==> config.mk <==
export PLATFORM = sky130hd
export DESIGN_NAME = ccff_chain_loader
export DESIGN_NICKNAME = d
export VERILOG_FILES = /design/src/rtl/ccff_chain_loader.sv
export SDC_FILE = /design/constraint.sdc
export NUM_CORES = 1
export LEC_CHECK = 0
export ABC_AREA = 1
export CAP_MARGIN = 10
export CORE_ASPECT_RATIO = 1.1
export CORE_UTILIZATION = 50
export DETAILED_ROUTE_END_ITERATION = 16
export PLACE_DENSITY_LB_ADDON = 0.08
export SYNTH_ARGS = -nofsm -noshare
export SYNTH_HDL_FRONTEND = slang
export SYNTH_SLANG_ARGS = --single-unit
==> constraint.sdc <==
create_clock -name prog_clk -period 1.8 [get_ports prog_clk]
set_input_delay 0.36 -clock prog_clk [delete_from_list [all_inputs] [get_ports prog_clk]]
set_output_delay 0.36 -clock prog_clk [all_outputs]
set_load 0.01 [all_outputs]
==> src/rtl/ccff_chain_loader.sv <==
// Configuration-chain loader: serializes bitstream words onto ccff_head and
// packs the bits displaced out of ccff_tail into readback words in the same pass.
module ccff_chain_loader #(
  parameter int unsigned CHAIN_LEN = 18,
  parameter int unsigned WORD_W    = 8
) (
  input  logic              prog_clk,
  input  logic              prog_reset_n,
  input  logic              start,
  input  logic [WORD_W-1:0] wr_data,
  input  logic              wr_valid,
  output logic              wr_ready,
  output logic [WORD_W-1:0] rd_data,
  output logic              rd_valid,
  input  logic              rd_ready,
  output logic              ccff_head,
  input  logic              ccff_tail,
  output logic              ccff_shift_en,
  output logic              busy,
  output logic              done
);

  localparam int unsigned PW = (WORD_W > 1) ? $clog2(WORD_W) : 1;
  localparam int unsigned CW = $clog2(CHAIN_LEN + 1);

  localparam logic [PW-1:0]     WPOS_LAST = PW'(WORD_W - 1);
  localparam logic [CW-1:0]     BIT_LAST  = CW'(CHAIN_LEN - 1);
  localparam logic [WORD_W-1:0] MSB_ONE   = {1'b1, {(WORD_W-1){1'b0}}};

  localparam logic [2:0] S_IDLE  = 3'd0;
  localparam logic [2:0] S_FETCH = 3'd1;
  localparam logic [2:0] S_SHIFT = 3'd2;
  localparam logic [2:0] S_DRAIN = 3'd3;
  localparam logic [2:0] S_DONE  = 3'd4;

  logic [2:0]        state_q,    state_d;
  logic [CW-1:0]     bit_cnt_q,  bit_cnt_d;
  logic [PW-1:0]     wpos_q,     wpos_d;
  logic [PW-1:0]     rpos_q,     rpos_d;
  logic [WORD_W-1:0] shreg_q,    shreg_d;
  logic [WORD_W-1:0] rd_shreg_q, rd_shreg_d;
  logic [WORD_W-1:0] rd_data_q,  rd_data_d;
  logic              rd_valid_q, rd_valid_d;
  logic              head_q,     head_d;
  logic              shift_en_q, shift_en_d;

  logic              go;
  logic              rd_stall;
  logic              last_bit;
  logic              cap_wrap;
  logic              cap_last;
  logic              cap_emit;
  logic              issue;
  logic [WORD_W-1:0] rd_word;

  // A bit is issued one cycle before the chain shifts, so capture lags issue by
  // one cycle. The final bit is held back if the in-flight capture completes a
  // word, otherwise two readback words could be emitted back to back.
  always_comb begin
    go       = start & ((state_q == S_IDLE) | (state_q == S_DONE));
    rd_stall = rd_valid_q & ~rd_ready;
    last_bit = (bit_cnt_q == BIT_LAST);
    cap_wrap = shift_en_q & (rpos_q == WPOS_LAST);
    cap_last = shift_en_q & (state_q == S_DRAIN);
    cap_emit = cap_wrap | cap_last;
    issue    = (state_q == S_SHIFT) & ~rd_stall & ~(last_bit & cap_wrap);
    rd_word  = rd_shreg_q | (ccff_tail ? (MSB_ONE >> rpos_q) : '0);
  end

  always_comb begin
    state_d    = state_q;
    bit_cnt_d  = bit_cnt_q;
    wpos_d     = wpos_q;
    rpos_d     = rpos_q;
    shreg_d    = shreg_q;
    rd_shreg_d = rd_shreg_q;
    rd_data_d  = rd_data_q;
    rd_valid_d = rd_valid_q;
    head_d     = head_q;
    shift_en_d = issue;

    case (state_q)
      S_IDLE, S_DONE: begin
        if (go) begin
          state_d    = S_FETCH;
          bit_cnt_d  = '0;
          wpos_d     = '0;
          rpos_d     = '0;
          rd_shreg_d = '0;
        end
      end
      S_FETCH: begin
        if (wr_valid) begin
          shreg_d = wr_data;
          state_d = S_SHIFT;
        end
      end
      S_SHIFT: begin
        if (issue) begin
          head_d    = shreg_q[WORD_W-1];
          shreg_d   = {shreg_q[WORD_W-2:0], 1'b0};
          bit_cnt_d = bit_cnt_q + CW'(1);
          wpos_d    = (wpos_q == WPOS_LAST) ? '0 : wpos_q + PW'(1);
          if (last_bit) begin
            state_d = S_DRAIN;
          end else if (wpos_q == WPOS_LAST) begin
            state_d = S_FETCH;
          end
        end
      end
      S_DRAIN: begin
        if (!shift_en_q && !rd_stall) begin
          state_d = S_DONE;
        end
      end
      default: state_d = S_IDLE;
    endcase

    if (rd_valid_q && rd_ready) begin
      rd_valid_d = 1'b0;
    end

    // Tail bit is sampled on the same edge the chain shifts (pre-shift value).
    if (shift_en_q) begin
      if (cap_emit) begin
        rd_data_d  = rd_word;
        rd_valid_d = 1'b1;
        rd_shreg_d = '0;
        rpos_d     = '0;
      end else begin
        rd_shreg_d = rd_word;
        rpos_d     = rpos_q + PW'(1);
      end
    end
  end

  always_ff @(posedge prog_clk or negedge prog_reset_n) begin
    if (!prog_reset_n) begin
      state_q    <= S_IDLE;
      bit_cnt_q  <= '0;
      wpos_q     <= '0;
      rpos_q     <= '0;
      shreg_q    <= '0;
      rd_shreg_q <= '0;
      rd_data_q  <= '0;
      rd_valid_q <= 1'b0;
      head_q     <= 1'b0;
      shift_en_q <= 1'b0;
    end else begin
      state_q    <= state_d;
      bit_cnt_q  <= bit_cnt_d;
      wpos_q     <= wpos_d;
      rpos_q     <= rpos_d;
      shreg_q    <= shreg_d;
      rd_shreg_q <= rd_shreg_d;
      rd_data_q  <= rd_data_d;
      rd_valid_q <= rd_valid_d;
      head_q     <= head_d;
      shift_en_q <= shift_en_d;
    end
  end

  assign wr_ready      = (state_q == S_FETCH);
  assign rd_data       = rd_data_q;
  assign rd_valid      = rd_valid_q;
  assign ccff_head     = head_q;
  assign ccff_shift_en = shift_en_q;
  assign busy          = (state_q == S_FETCH) | (state_q == S_SHIFT) | (state_q == S_DRAIN);
  assign done          = (state_q == S_DONE);

endmodule

==> results.json <==
{
  "syn_to_final_growth_pct": 24.47,
  "cts_tree": "built",
  "finalSetupTns_ns": 0,
  "crit_fanout": 8,
  "antenna_found_initial": 0,
  "crit_type": "reg2out",
  "grtUsageTotal_pct": 22.47,
  "clk_latency_ns": 0.29,
  "maxSlewViolCount": 0,
  "period_share_pct": 92.72,
  "fin_area_sq_um": 2623,
  "drive_gt1_share_pct": 13.77,
  "hold_viol": 0,
  "p_sw_share_pct": 41.45,
  "dp_slack_ns": 0.03798,
  "crit_family": "buffers and inverters",
  "yosys_warnings": 0,
  "clock_sinks": 41,
  "power.share.clock_pct": 14.4,
  "root_buffer": "clkbuf_8",
  "htree_num_levels": 2,
  "fin_worst_skew_ns": 0.007795,
  "firstDrtPassIters": 4,
  "internal_power_mw": 2.379,
  "arrival_ns": 1.31,
  "grt_max_degree": 42,
  "place_hpwl_mm": 3.167,
  "endpoint_kind": "primary output",
  "slowest_delay_ns": 0.56,
  "maxCapViolations": 0,
  "die_w_um": 63.90,
  "routed_via_density": 5.090,
  "start_util_pct": 52.76,
  "period_needed_ns": 1.669,
  "clkTransAtPathRegs_ns": 0.08,
  "synth-seq-cells": 41,
  "n_antenna_cell": 0,
  "most-common-layout-cells": "nand2_1, dfrtp_1, inv_1, clkdlybuf4s50_1, o21ai_0",
  "p_per_area_nw_per_um2": 1550,
  "p_comb_share_pct": 48.9,
  "synth_cell_type_count": 23,
  "nets": 328,
  "start_kind": "flop",
  "required_ns": 1.44,
  "peakVddDrop_uv": 725.5,
  "crit_chain": "clkdlybuf4s50_1",
  "status": "complete, no violations",
  "cts_buffers": 5,
  "grt_pass1_vias": 1806,
  "vias": 1817,
  "overflow": 0,
  "final_common_cell": "nand2_1",
  "worst_pin_slew_ns": 0.5051,
  "syn_avg_cell_area_sq_um": 8.135,
  "pwr-share-seq_pct": 36.6,
  "route.detailed.drc": 0,
  "fmax_mhz": 599.2,
  "fp.dieH_um": 70.09,
  "drtIter0Drc": 124,
  "power_leakage_nw": 1.351,
  "syn_nets": 283,
  "final_util_pct": 65.66,
  "rrSetupSlack_ns": 0.16,
  "die_area_sq_um": 4478,
  "ios": 28,
  "cpMaxStageDelayCell": "clkdlybuf4s50_1",
  "setup_viol": 0,
  "gp_congestion": 0.8824,
  "max_slew_margin_pct": 66.33,
  "netlist_area_sq_um": 2107,
  "ant_nets": 0,
  "syn-instance-count": 259,
  "wl_mm": 4.357,
  "hp-class": "in2async",
  "fp.coreArea_sq_um": 3994,
  "synth_seq_area_share_pct": 48.69,
  "place_area_sq_um": 2504,
  "rows": 24,
  "clockBufferDepth": 2,
  "grt_pass1_wl_mm": 7.803,
  "port_buffers": 27,
  "crit_buf_inv": 1,
  "p_sw_mw": 1.685,
  "post_drt_wl_per_cell_um": 12.20,
  "worst_slack_ns": 0.1311,
  "total_power_mw": 4.064,
  "rsz0062_at_grt": "no"
}
## final timing paths
check / from / endpoint / cells after the start
worst max-delay path: ccff_shift_en$_DFF_PN0_ / ccff_shift_en / 1
worst min-delay path: prog_reset_n / bit_cnt_q[3]$_DFFE_PN0P_ / 2
worst max register to register: state_q[0]$_DFFE_PN0P_ / shreg_q[7]$_DFFE_PN0P_ / 8
worst min register to register: shreg_q[2]$_DFFE_PN0P_ / shreg_q[2]$_DFFE_PN0P_ / 2
max in group asynchronous: prog_reset_n / ccff_shift_en$_DFF_PN0_ / 2
min in group prog_clk: shreg_q[2]$_DFFE_PN0P_ / shreg_q[2]$_DFFE_PN0P_ / 2
## sequential cells by signal, summed over array words and instances, names as in the netlist
name,flops
rd_data,8
rd_shreg_q,8
shreg_q,8
bit_cnt_q,5
rpos_q,3
state_q,3
wpos_q,3
ccff_head,1
ccff_shift_en,1
rd_valid,1
## cell families (layout without fill, tap and decap cells)
| logic type | after synthesis | after routing | synth area share (%) |
|---|---|---|---|
| AND/OR/NAND/NOR | 131 | 131 | 28.03 |
| flip-flops | 41 | 41 | 48.69 |
| buffers and inverters | 39 | 85 | 7.601 |
| AO/OA/AOI/OAI | 36 | 36 | 8.907 |
| adder cells (fa/ha/maj) | 10 | 10 | 5.938 |
| XOR/XNOR | 2 | 2 | 0.8315 |
## synthesized netlist by cell type
master | instances | area [sq um]
nor2_2 | 2 | 12.51
nor2_4 | 1 | 11.26
buf_4 | 1 | 7.510
inv_2 | 3 | 11.26
buf_2 | 2 | 10.01
nand2_4 | 2 | 22.52
nand3_1 | 9 | 45.04
o22ai_1 | 4 | 25.02
nand4_1 | 11 | 68.82
buf_6 | 1 | 11.26
or2_1 | 1 | 6.260
ha_1 | 10 | 125.1
xor2_1 | 2 | 17.52
inv_1 | 32 | 120.1
a22oi_1 | 1 | 7.510
dfrtp_1 | 41 | 1026
nor2_1 | 15 | 56.30
a21oi_1 | 8 | 40.04
nand3_2 | 4 | 40.04
o21ai_1 | 1 | 5.000
nand2_1 | 84 | 315.3
nand2_2 | 2 | 12.51
o21ai_0 | 22 | 110.1
## layout make-up
class	instances	area [sq um]
multi-input combinational	179	925.9
timing repair buffer	42	386.6
fill	357	1371
inverter	35	131.4
clock inverter	3	17.52
sequential	41	1027
tap	52	65.06
clock buffer	5	68.82
## repair_timing
action / CTS / global route
hold buffers: 0 / 0
setup buffers: 3 / 1
endpoints found under the setup margin: 3 / 4
pin swaps: 1 / 0
resized for setup: 4 / 3
## layer usage
| layer | share of wire [%] | GRT usage (%) |
|---|---|---|
| met5 | 0 | 0 |
| met4 | 1.7 | 9.596 |
| met3 | 4.0 | 5.556 |
| met2 | 49 | 37.94 |
| met1 | 45 | 26.89 |
## power by group through the flow
| stage | Sequential [mW] | Combinational [mW] | Clock, mW |
|---|---|---|---|
| after detailed placement | 1.51 | 1.94 | 0 |
| after CTS | 1.49 | 1.98 | 0.604 |
| after global routing | 1.53 | 2.25 | 0.637 |
| after global placement | 1.50 | 1.91 | 0 |
| final | 1.49 | 1.99 | 0.585 |
| after floorplan | 1.52 | 1.15 | 0 |
## metrics by stage
stage / hold WS (ns) / std cells
4_1_cts: 0.1361 / 356
6_report: 0.1131 / 357
2_1_floorplan: 0.06441 / 259
3_5_place_dp: 0.4573 / 345
3_3_place_gp: 0.4510 / 345
5_1_grt: 0.1710 / 357
(Power assumes the default switching activity.)
